$ cat src/rtl/uart_cmd_host.sv
// uart_cmd_host: host-side command initiator for the UART command protocol.
// Serialises one request into a frame byte stream, then gathers the response
// bytes (LSB first) and returns them with a timeout error flag.
module uart_cmd_host #(
  parameter int DATA_WIDTH  = 8,
  parameter int TIMEOUT_CYC = 4096,
  parameter int TMR_WIDTH   = 13
) (
  input  logic                      CLK,
  input  logic                      RST,
  input  logic                      req_valid,
  output logic                      req_ready,
  input  logic [1:0]                req_cmd,
  input  logic [3:0]                req_addr,
  input  logic [DATA_WIDTH-1:0]     req_opa,
  input  logic [DATA_WIDTH-1:0]     req_opb,
  input  logic [3:0]                req_fun,
  output logic [DATA_WIDTH-1:0]     tx_byte,
  output logic                      tx_valid,
  input  logic                      tx_ready,
  input  logic [DATA_WIDTH-1:0]     rx_byte,
  input  logic                      rx_valid,
  output logic                      rsp_valid,
  output logic [2*DATA_WIDTH-1:0]   rsp_data,
  output logic                      rsp_err
);

  localparam logic [1:0] CMD_WR  = 2'd0;
  localparam logic [1:0] CMD_RD  = 2'd1;
  localparam logic [1:0] CMD_ALU = 2'd2;
  localparam logic [1:0] CMD_NOP = 2'd3;

  // Timer value one below the abort threshold: when the incremented timer
  // would reach TIMEOUT_CYC-1 with no byte arriving, the command aborts.
  localparam logic [TMR_WIDTH-1:0] TMR_LAST = TMR_WIDTH'(TIMEOUT_CYC - 2);

  typedef enum logic [1:0] {IDLE, SEND, WAIT_RSP, DONE} state_t;

  state_t                     state_q, state_d;
  logic [1:0]                 idx_q, idx_d;
  logic [1:0]                 cnt_q, cnt_d;
  logic [TMR_WIDTH-1:0]       tmr_q, tmr_d;
  logic [2*DATA_WIDTH-1:0]    rsp_data_q, rsp_data_d;
  logic                       rsp_err_q, rsp_err_d;
  logic [2*DATA_WIDTH-1:0]    buf_q, buf_d;
  logic                       ld_req;

  logic [1:0]                 cmd_q;
  logic [3:0]                 addr_q;
  logic [DATA_WIDTH-1:0]      opa_q;
  logic [DATA_WIDTH-1:0]      opb_q;
  logic [3:0]                 fun_q;

  // Index of the final frame byte for each command.
  function automatic logic [1:0] last_idx(input logic [1:0] cmd);
    case (cmd)
      CMD_WR:  last_idx = 2'd2;
      CMD_RD:  last_idx = 2'd1;
      CMD_ALU: last_idx = 2'd3;
      default: last_idx = 2'd1;
    endcase
  endfunction

  // Number of response bytes expected for each command.
  function automatic logic [1:0] rsp_cnt(input logic [1:0] cmd);
    case (cmd)
      CMD_WR:  rsp_cnt = 2'd0;
      CMD_RD:  rsp_cnt = 2'd1;
      default: rsp_cnt = 2'd2;
    endcase
  endfunction

  // Frame byte at position idx, built from the latched request fields.
  function automatic logic [DATA_WIDTH-1:0] frame_byte(
    input logic [1:0]            cmd,
    input logic [1:0]            idx,
    input logic [3:0]            addr,
    input logic [DATA_WIDTH-1:0] opa,
    input logic [DATA_WIDTH-1:0] opb,
    input logic [3:0]            fun
  );
    frame_byte = '0;
    case (cmd)
      CMD_WR: begin
        case (idx)
          2'd0:    frame_byte = DATA_WIDTH'(8'hAA);
          2'd1:    frame_byte = DATA_WIDTH'(addr);
          default: frame_byte = opa;
        endcase
      end
      CMD_RD: begin
        if (idx == 2'd0) frame_byte = DATA_WIDTH'(8'hBB);
        else             frame_byte = DATA_WIDTH'(addr);
      end
      CMD_ALU: begin
        case (idx)
          2'd0:    frame_byte = DATA_WIDTH'(8'hCC);
          2'd1:    frame_byte = opa;
          2'd2:    frame_byte = opb;
          default: frame_byte = DATA_WIDTH'(fun);
        endcase
      end
      default: begin
        if (idx == 2'd0) frame_byte = DATA_WIDTH'(8'hDD);
        else             frame_byte = DATA_WIDTH'(fun);
      end
    endcase
  endfunction

  // Next-state, counters, response capture and handshake outputs.
  always_comb begin
    state_d    = state_q;
    idx_d      = idx_q;
    cnt_d      = cnt_q;
    tmr_d      = tmr_q;
    rsp_data_d = rsp_data_q;
    rsp_err_d  = rsp_err_q;
    buf_d      = buf_q;
    ld_req     = 1'b0;
    req_ready  = 1'b0;
    tx_valid   = 1'b0;
    tx_byte    = '0;
    rsp_valid  = 1'b0;
    case (state_q)
      IDLE: begin
        req_ready = 1'b1;
        if (req_valid) begin
          ld_req  = 1'b1;
          buf_d   = '0;
          idx_d   = 2'd0;
          state_d = SEND;
        end
      end
      SEND: begin
        tx_valid = 1'b1;
        tx_byte  = frame_byte(cmd_q, idx_q, addr_q, opa_q, opb_q, fun_q);
        if (tx_ready) begin
          if (idx_q == last_idx(cmd_q)) begin
            idx_d = 2'd0;
            if (cmd_q == CMD_WR) begin
              rsp_data_d = '0;
              rsp_err_d  = 1'b0;
              state_d    = DONE;
            end else begin
              tmr_d   = '0;
              cnt_d   = 2'd0;
              state_d = WAIT_RSP;
            end
          end else begin
            idx_d = idx_q + 2'd1;
          end
        end
      end
      WAIT_RSP: begin
        tmr_d = tmr_q + TMR_WIDTH'(1);
        if (rx_valid) begin
          // A byte arriving on the expiry cycle still counts and restarts the timer.
          if (cnt_q == 2'd0) buf_d[DATA_WIDTH-1:0]            = rx_byte;
          else               buf_d[2*DATA_WIDTH-1:DATA_WIDTH] = rx_byte;
          tmr_d = '0;
          cnt_d = cnt_q + 2'd1;
          if (cnt_d == rsp_cnt(cmd_q)) begin
            rsp_data_d = buf_d;
            rsp_err_d  = 1'b0;
            state_d    = DONE;
          end
        end else if (tmr_q == TMR_LAST) begin
          rsp_data_d = buf_q;
          rsp_err_d  = 1'b1;
          state_d    = DONE;
        end
      end
      default: begin
        rsp_valid = 1'b1;
        state_d   = IDLE;
      end
    endcase
  end

  // Control state and response registers, cleared by the asynchronous reset.
  always_ff @(posedge CLK or posedge RST) begin
    if (RST) begin
      state_q    <= IDLE;
      idx_q      <= '0;
      cnt_q      <= '0;
      tmr_q      <= '0;
      rsp_data_q <= '0;
      rsp_err_q  <= 1'b0;
    end else begin
      state_q    <= state_d;
      idx_q      <= idx_d;
      cnt_q      <= cnt_d;
      tmr_q      <= tmr_d;
      rsp_data_q <= rsp_data_d;
      rsp_err_q  <= rsp_err_d;
    end
  end

  // Request fields latched on acceptance; response assembly buffer.
  always_ff @(posedge CLK) begin
    if (ld_req) begin
      cmd_q  <= req_cmd;
      addr_q <= req_addr;
      opa_q  <= req_opa;
      opb_q  <= req_opb;
      fun_q  <= req_fun;
    end
    buf_q <= buf_d;
  end

  assign rsp_data = rsp_data_q;
  assign rsp_err  = rsp_err_q;

endmodule

$ cat config.mk
export PLATFORM = sky130hd
export DESIGN_NAME = uart_cmd_host
export DESIGN_NICKNAME = d
export VERILOG_FILES = /design/src/rtl/uart_cmd_host.sv
export SDC_FILE = /design/constraint.sdc
export NUM_CORES = 1
export LEC_CHECK = 0
export CAP_MARGIN = 20
export CORE_AREA = 3 3 76 114
export CTS_CLUSTER_SIZE = 16
export DETAILED_ROUTE_END_ITERATION = 6
export DIE_AREA = 0 0 79 117
export HOLD_SLACK_MARGIN = 0.08
export PLACE_DENSITY = 0.79
export SETUP_SLACK_MARGIN = 0.15
export SLEW_MARGIN = 0
export SYNTH_ARGS = -nofsm -noshare
export SYNTH_HDL_FRONTEND = slang
export SYNTH_SLANG_ARGS = --single-unit
$ cat constraint.sdc
create_clock -name CLK -period 3.8 [get_ports CLK]
set_clock_uncertainty 0.2 [all_clocks]
set_input_delay 0.57 -clock CLK [delete_from_list [all_inputs] [get_ports CLK]]
set_output_delay 0.57 -clock CLK [all_outputs]
set_load 0.02 [all_outputs]
# --- Word level (Yosys, flattened, before mapping) ---
# Cells that the tools add are included.
totals:
  output_inout_bits: 28
  reg_bits: 78
classes:
  reduce_logical: 14
  addsub: 3
  n_eq_ne: 17
  muxes: 58
op_table:
  columns: ["cell", "n"]
  rows:
  - ["$mux W16", 8]
  - ["$pmux W16 S2", 2]
  - ["$mux W13", 4]
  - ["$pmux W8 S3", 2]
  - ["$mux W8", 5]
  - ["$mux W2", 17]
  - ["$pmux W13 S2", 1]
  - ["$pmux W2 S2", 4]
  - ["$pmux W8 S2", 1]
  - ["$add A13 B1 Y13 const B", 1]
  - ["$eq A13 B12 Y1 const B", 1]
  - ["$mux W1", 12]
  - ["$ne A2 B2 Y1 const B", 6]
  - ["$reduce_and A5 Y1", 2]
  - ["$logic_not A2 Y1", 4]
  - ["$eq A2 B1 Y1 const B", 3]
  - ["$eq A2 B2 Y1 const B", 3]
  - ["$ne A3 B3 Y1 const B", 2]
  - ["$pmux W2 S3", 1]
  - ["$reduce_and A3 Y1", 2]
  - ["$reduce_and A6 Y1", 1]
  - ["$reduce_bool A2 Y1", 3]
  - ["$add A2 B1 Y2 const B", 2]
  - ["$eq A2 B2 Y1", 2]
  - ["3 further kinds", 3]

# --- Logic depth before layout (Yosys ltp) ---
depth:
  depth_word: 8
  depth_mapped: 9
  ltp_nobuf: 7

# --- Worst setup path after synthesis ---
# OpenSTA, ideal clock, no wires.
synth_timing:
  kind: "register to register"
  start: "reg state_q[0]"
  end: "reg buf_q[0] (enable)"
  path_buffers: 1
  setup_time_ns: 0.409
  arrival_time_ns: 2.154
  setup_slack_ns: 1.037
  stages_incl_launch_ff: 6
  period_less_slack_ns: 2.763
  cell_sequence: "dfrtp_1 inv_1 ha_1 clkbuf_1 nor2b_1 nor3_1"
synth_between:
  elab_chain_len: 3
  word_cells_on_any_way: 6
  cone_classes: "eq/ne (3); reduce/logical (3)"
synth_rtl:
  columns: ["item", "line_no", "rtl"]
  rows:
  - ["start: declaration", "39", "state_t state_q, state_d;"]
  - ["start signal: assignment", "190", "state_q <= state_d;"]
  - ["$eq A2 B2 Y1 or $logic_not A2 Y1 (tied branches)", "124", "case (state_q)"]
  - ["$ne A2 B2 Y1 (no source line) or $reduce_bool A2 Y1 (tied branches)", null, null]
  - ["$reduce_and A3 Y1 (no source line) (*)", null, null]
  - ["end signal: assignment", "208", "buf_q <= buf_d;"]
  - ["end: declaration", "45", "logic [2*DATA_WIDTH-1:0] buf_q, buf_d;"]
# Mark *: on every way between the ends. The rest lies on a longest branch, timed or not.
# A chain may end at the register's enable or synchronous reset.

# --- Worst setup path in the final report ---
layout_timing:
  start: "reg idx_q[0]"
  end: "out tx_byte[2]"
layout_between:
  elab_chain_len: 4
  word_cells_on_any_way: 9
  cone_classes: "eq/ne (2); mux (6); reduce/logical (1)"
layout_rtl:
  columns: ["item", "line_no", "rtl"]
  rows:
  - ["start: declaration", "40", "logic [1:0] idx_q, idx_d;"]
  - ["start signal: assignment", "191", "idx_q <= idx_d;"]
  - ["$eq A2 B2 Y1 (tied with other cells)", "96", "case (idx)"]
  - ["$pmux W8 S3 (tied with other cells)", "96", null]
  - ["$pmux W8 S3 (*)", "83", "case (cmd)"]
  - ["$mux W8 (*)", "124", null]
  - ["end: declaration", "18", "output logic [DATA_WIDTH-1:0] tx_byte,"]
# Marked as above.

==> run summary <==
Slew headroom: 57.9%
Total GRT Usage: 22.2%
Crit path DAT: 2.72 ns
Tcrit/Tclk final: 91.7%
Post-synth top area cell: edfxtp_1
Global routing usage on met3: 4.44%
Synth async-reset ratio: 46.2%
First-pass DRT Iterations: 4
Avg WL per Cell: 17.9 microns
Critical Path RT: 3.03 ns
Largest net degree at the start of global routing: 37
Clk buf depth: 2
RSZ-0062 raised after global routing: false
Final Hold Vio Count: 0
Ys flop type: edfxtp_1
Final nets: 481
Chip width: 79 microns
Tot Pwr: 3.97 mW
Leak Pwr: 2.17 nW
Setup TNS after final layout: 0 ns
Wire length of the first global-routing pass: 15,800 microns
Worst-skew pair later-pin latency: 0.33 ns
Post-route DRC violation count: 0
CTS tree: built
CP max-delay cell: clkdlybuf4s50_1
Core area: 7710 sq um
Syn_nets: 414
Worst R2R Path Depth: 7
Cell variety after synth: 47
Critical Path End Type: output port
Setup Crit Path Kind: flip-flop to output port
Root buf cell: clkbuf_16
Yosys reg bits: 78
Min cycle time layout: 3.49 ns
Postcts setup bufs: 0
Fmax: 0.287 GHz
Syn_area_per_cell: 11.4 sq um
Setup-failing EPs final: 0
Critical Path Fanout Max: 8
Post-DRT Antenna Nets: 0
Clock sink count: 78
Vias: 3,203
Global routing's busiest layer: met2
Pwr Density: 755 nW/um^2
Outcome: completed
Max Cap Violations: 0
Critical-path cell list: inv_1, ha_1, a221o_1, mux2_2, o21ai_1, a221oi_1, clkdlybuf4s50_1
R2r endpoint: tmr_q[5]$_DFFE_PP0P_
DIE AREA: 9240 sq um
Diodes inserted: 0
Met1 GRT Util: 24.0%
DR vias/cell: 5.96
Post-synthesis cell count: 363
Die height: 117 microns
Number of buffers created by CTS: 9
R2R setup slack: 1.08 ns
Area fraction of the dominant cell type after synthesis: 30.5%
CTS clk-pin slew, worst paths: 0.06 ns
Final slew viol count: 0
Post-DP HPWL: 6970 microns
Critical path startpoint category: flip-flop
EDFF count, synth: 42
Initial antenna violation count: 0
Hold WC Path Type: flip-flop to flip-flop
Post-CTS Resized: 0
Max VDD drop: 0.495 mV
CTS H-tree depth: 3
WHS Endpoint: tmr_q[11]$_DFFE_PP0P_
Drt initial violations: 221
Ports: 67
Post-cts hold buffer count: 0
Area delta synth->final: 27.0%
Starting Density: 53.7%
Number of I/O port buffers: 66
Layout fillers: 585
Most frequent cell after synthesis: edfxtp_1
Final hold slack: 0.278 ns
Vias in the first global route: 3,236
Hold Startpoint: tmr_q[11]$_DFFE_PP0P_
Routing usage on met2: 42.1%
Layout cells sized above 1: 13.1%
Synthesized area: 4140 sq um
Reg2reg start: state_q[0]$_DFFE_PP0P_
GPL Wtd Cong: 0.809
Slowest Stage Delay on Critical Path: 0.67 ns
Warnings from Yosys: 0
DRT Wirelength: 9630 microns
Measured slew at the worst slew-check pin: 0.631 ns
Top post-synthesis cells by area: edfxtp_1 30%, dfrtp_1 22%, mux2_2 6.0%
Post-synthesis sequential area ratio: 52.2%
Total gr overflow: 0
Hold path depth: 1
Num rows: 39
Synth top cells by count: 42 x edfxtp_1, 36 x dfrtp_1, 26 x nor2_1, 22 x mux2_2, 21 x nor2b_1
[metal layers]
layer,wire length (microns),vias to the layer above,share of wire [%]
met3,484,21,5.0
met1,3560,1573,37
met5,0,-,0
met2,5360,115,56
met4,217,0,2.3
li1,-,1494,-
[cell families (layout without fill, tap and decap cells)]
family                     Yosys count  count (layout)  share of synthesized area, %
and+or+nand+nor                    105             105                          13.8
AOI/OAI and AO/OA                   93              93                          16.4
adders and majority gates           12              12                          3.63
DFF                                 78              78                          52.2
xor gates and xnor gates             1               1                         0.212
buffers and inverters               35             107                          3.66
muxes                               39              39                          10.1
[critical path: cells and delay by family, from the launching register on]
| family | cells | cell delay (ns) |
|---|---|---|
| AOI/OAI and AO/OA | 3 | 0.58 |
| muxes | 1 | 0.14 |
| adders and majority gates | 1 | 0.38 |
| buffers and inverters | 2 | 0.83 |
| DFF | 1 | 0.44 |
[per-stage QoR]
| step | setup slack (ns) | cell area (sq um) | instances | utilization (%) |
|---|---|---|---|---|
| detailed placement | 0.555 | 4920 | 521 | 63.8 |
| floorplan | 1.04 | 4140 | 363 | - |
| CTS | 0.181 | 5250 | 537 | 68.1 |
| global route | 0.175 | 5260 | 537 | 68.2 |
| global placement | 0.617 | 4910 | 520 | 63.7 |
| finish | 0.314 | 5260 | 537 | 68.2 |
[layout by cell type (no fill, tap or decap), types with 2 or more instances in the layout]
master / instances
a21oi_1: 16
clkdlybuf4s50_1: 66
edfxtp_1: 42
a22oi_1: 5
a32oi_1: 2
nor2b_1: 21
mux2_2: 22
buf_4: 10
o21ai_1: 8
nand3_1: 5
dfrtp_1: 36
a22o_1: 19
nand2_1: 12
and2_1: 4
nand2b_1: 4
clkbuf_16: 12
ha_1: 10
nand4_1: 3
inv_1: 14
and3_1: 18
a31oi_1: 5
nor2_1: 24
mux2i_1: 17
o41ai_1: 2
nor2_2: 2
clkbuf_1: 2
nor3_1: 5
a221oi_1: 4
o21ai_0: 11
o31ai_1: 9
a211oi_1: 2
ha_2: 2
[registers in the layout, summed over array words and instances (netlist names)]
name / count
addr_q: 4
buf_q: 16
cmd_q: 2
cnt_q: 2
fun_q: 4
idx_q: 2
opa_q: 8
opb_q: 8
rsp_data: 16
rsp_err: 1
state_q: 2
tmr_q: 13
[worst max path at each step]
stage | endpoint | start | slack [ns]
final | tx_byte[2] | idx_q[0]$_DFFE_PP0P_ | 0.31
after global routing | tx_byte[2] | idx_q[0]$_DFFE_PP0P_ | 0.17
after CTS | tx_byte[3] | idx_q[1]$_DFFE_PP0P_ | 0.18
after detailed placement | tx_byte[3] | idx_q[1]$_DFFE_PP0P_ | 0.55
after global placement | tx_byte[3] | idx_q[1]$_DFFE_PP0P_ | 0.62
after floorplan | buf_q[0]$_SDFFCE_PN0P_ | state_q[0]$_DFFE_PP0P_ | 1.04
[final cells by class]
class	instances	area, sq um	share of cell area, %
sequential	78	2160	41.1
clock inverter	1	5.00	0.0952
inverter	14	52.6	1.00
tap	102	128	2.43
clock buffer	15	322	6.12
timing repair buffer	77	747	14.2
multi-input combinational	250	1840	35.0
[report_power, final]
| group | switching, mW | internal (mW) |
|---|---|---|
| Sequential | 0.134 | 1.18 |
| Combinational | 0.976 | 0.787 |
| Clock | 0.319 | 0.579 |
(Power assumes the default switching activity.)
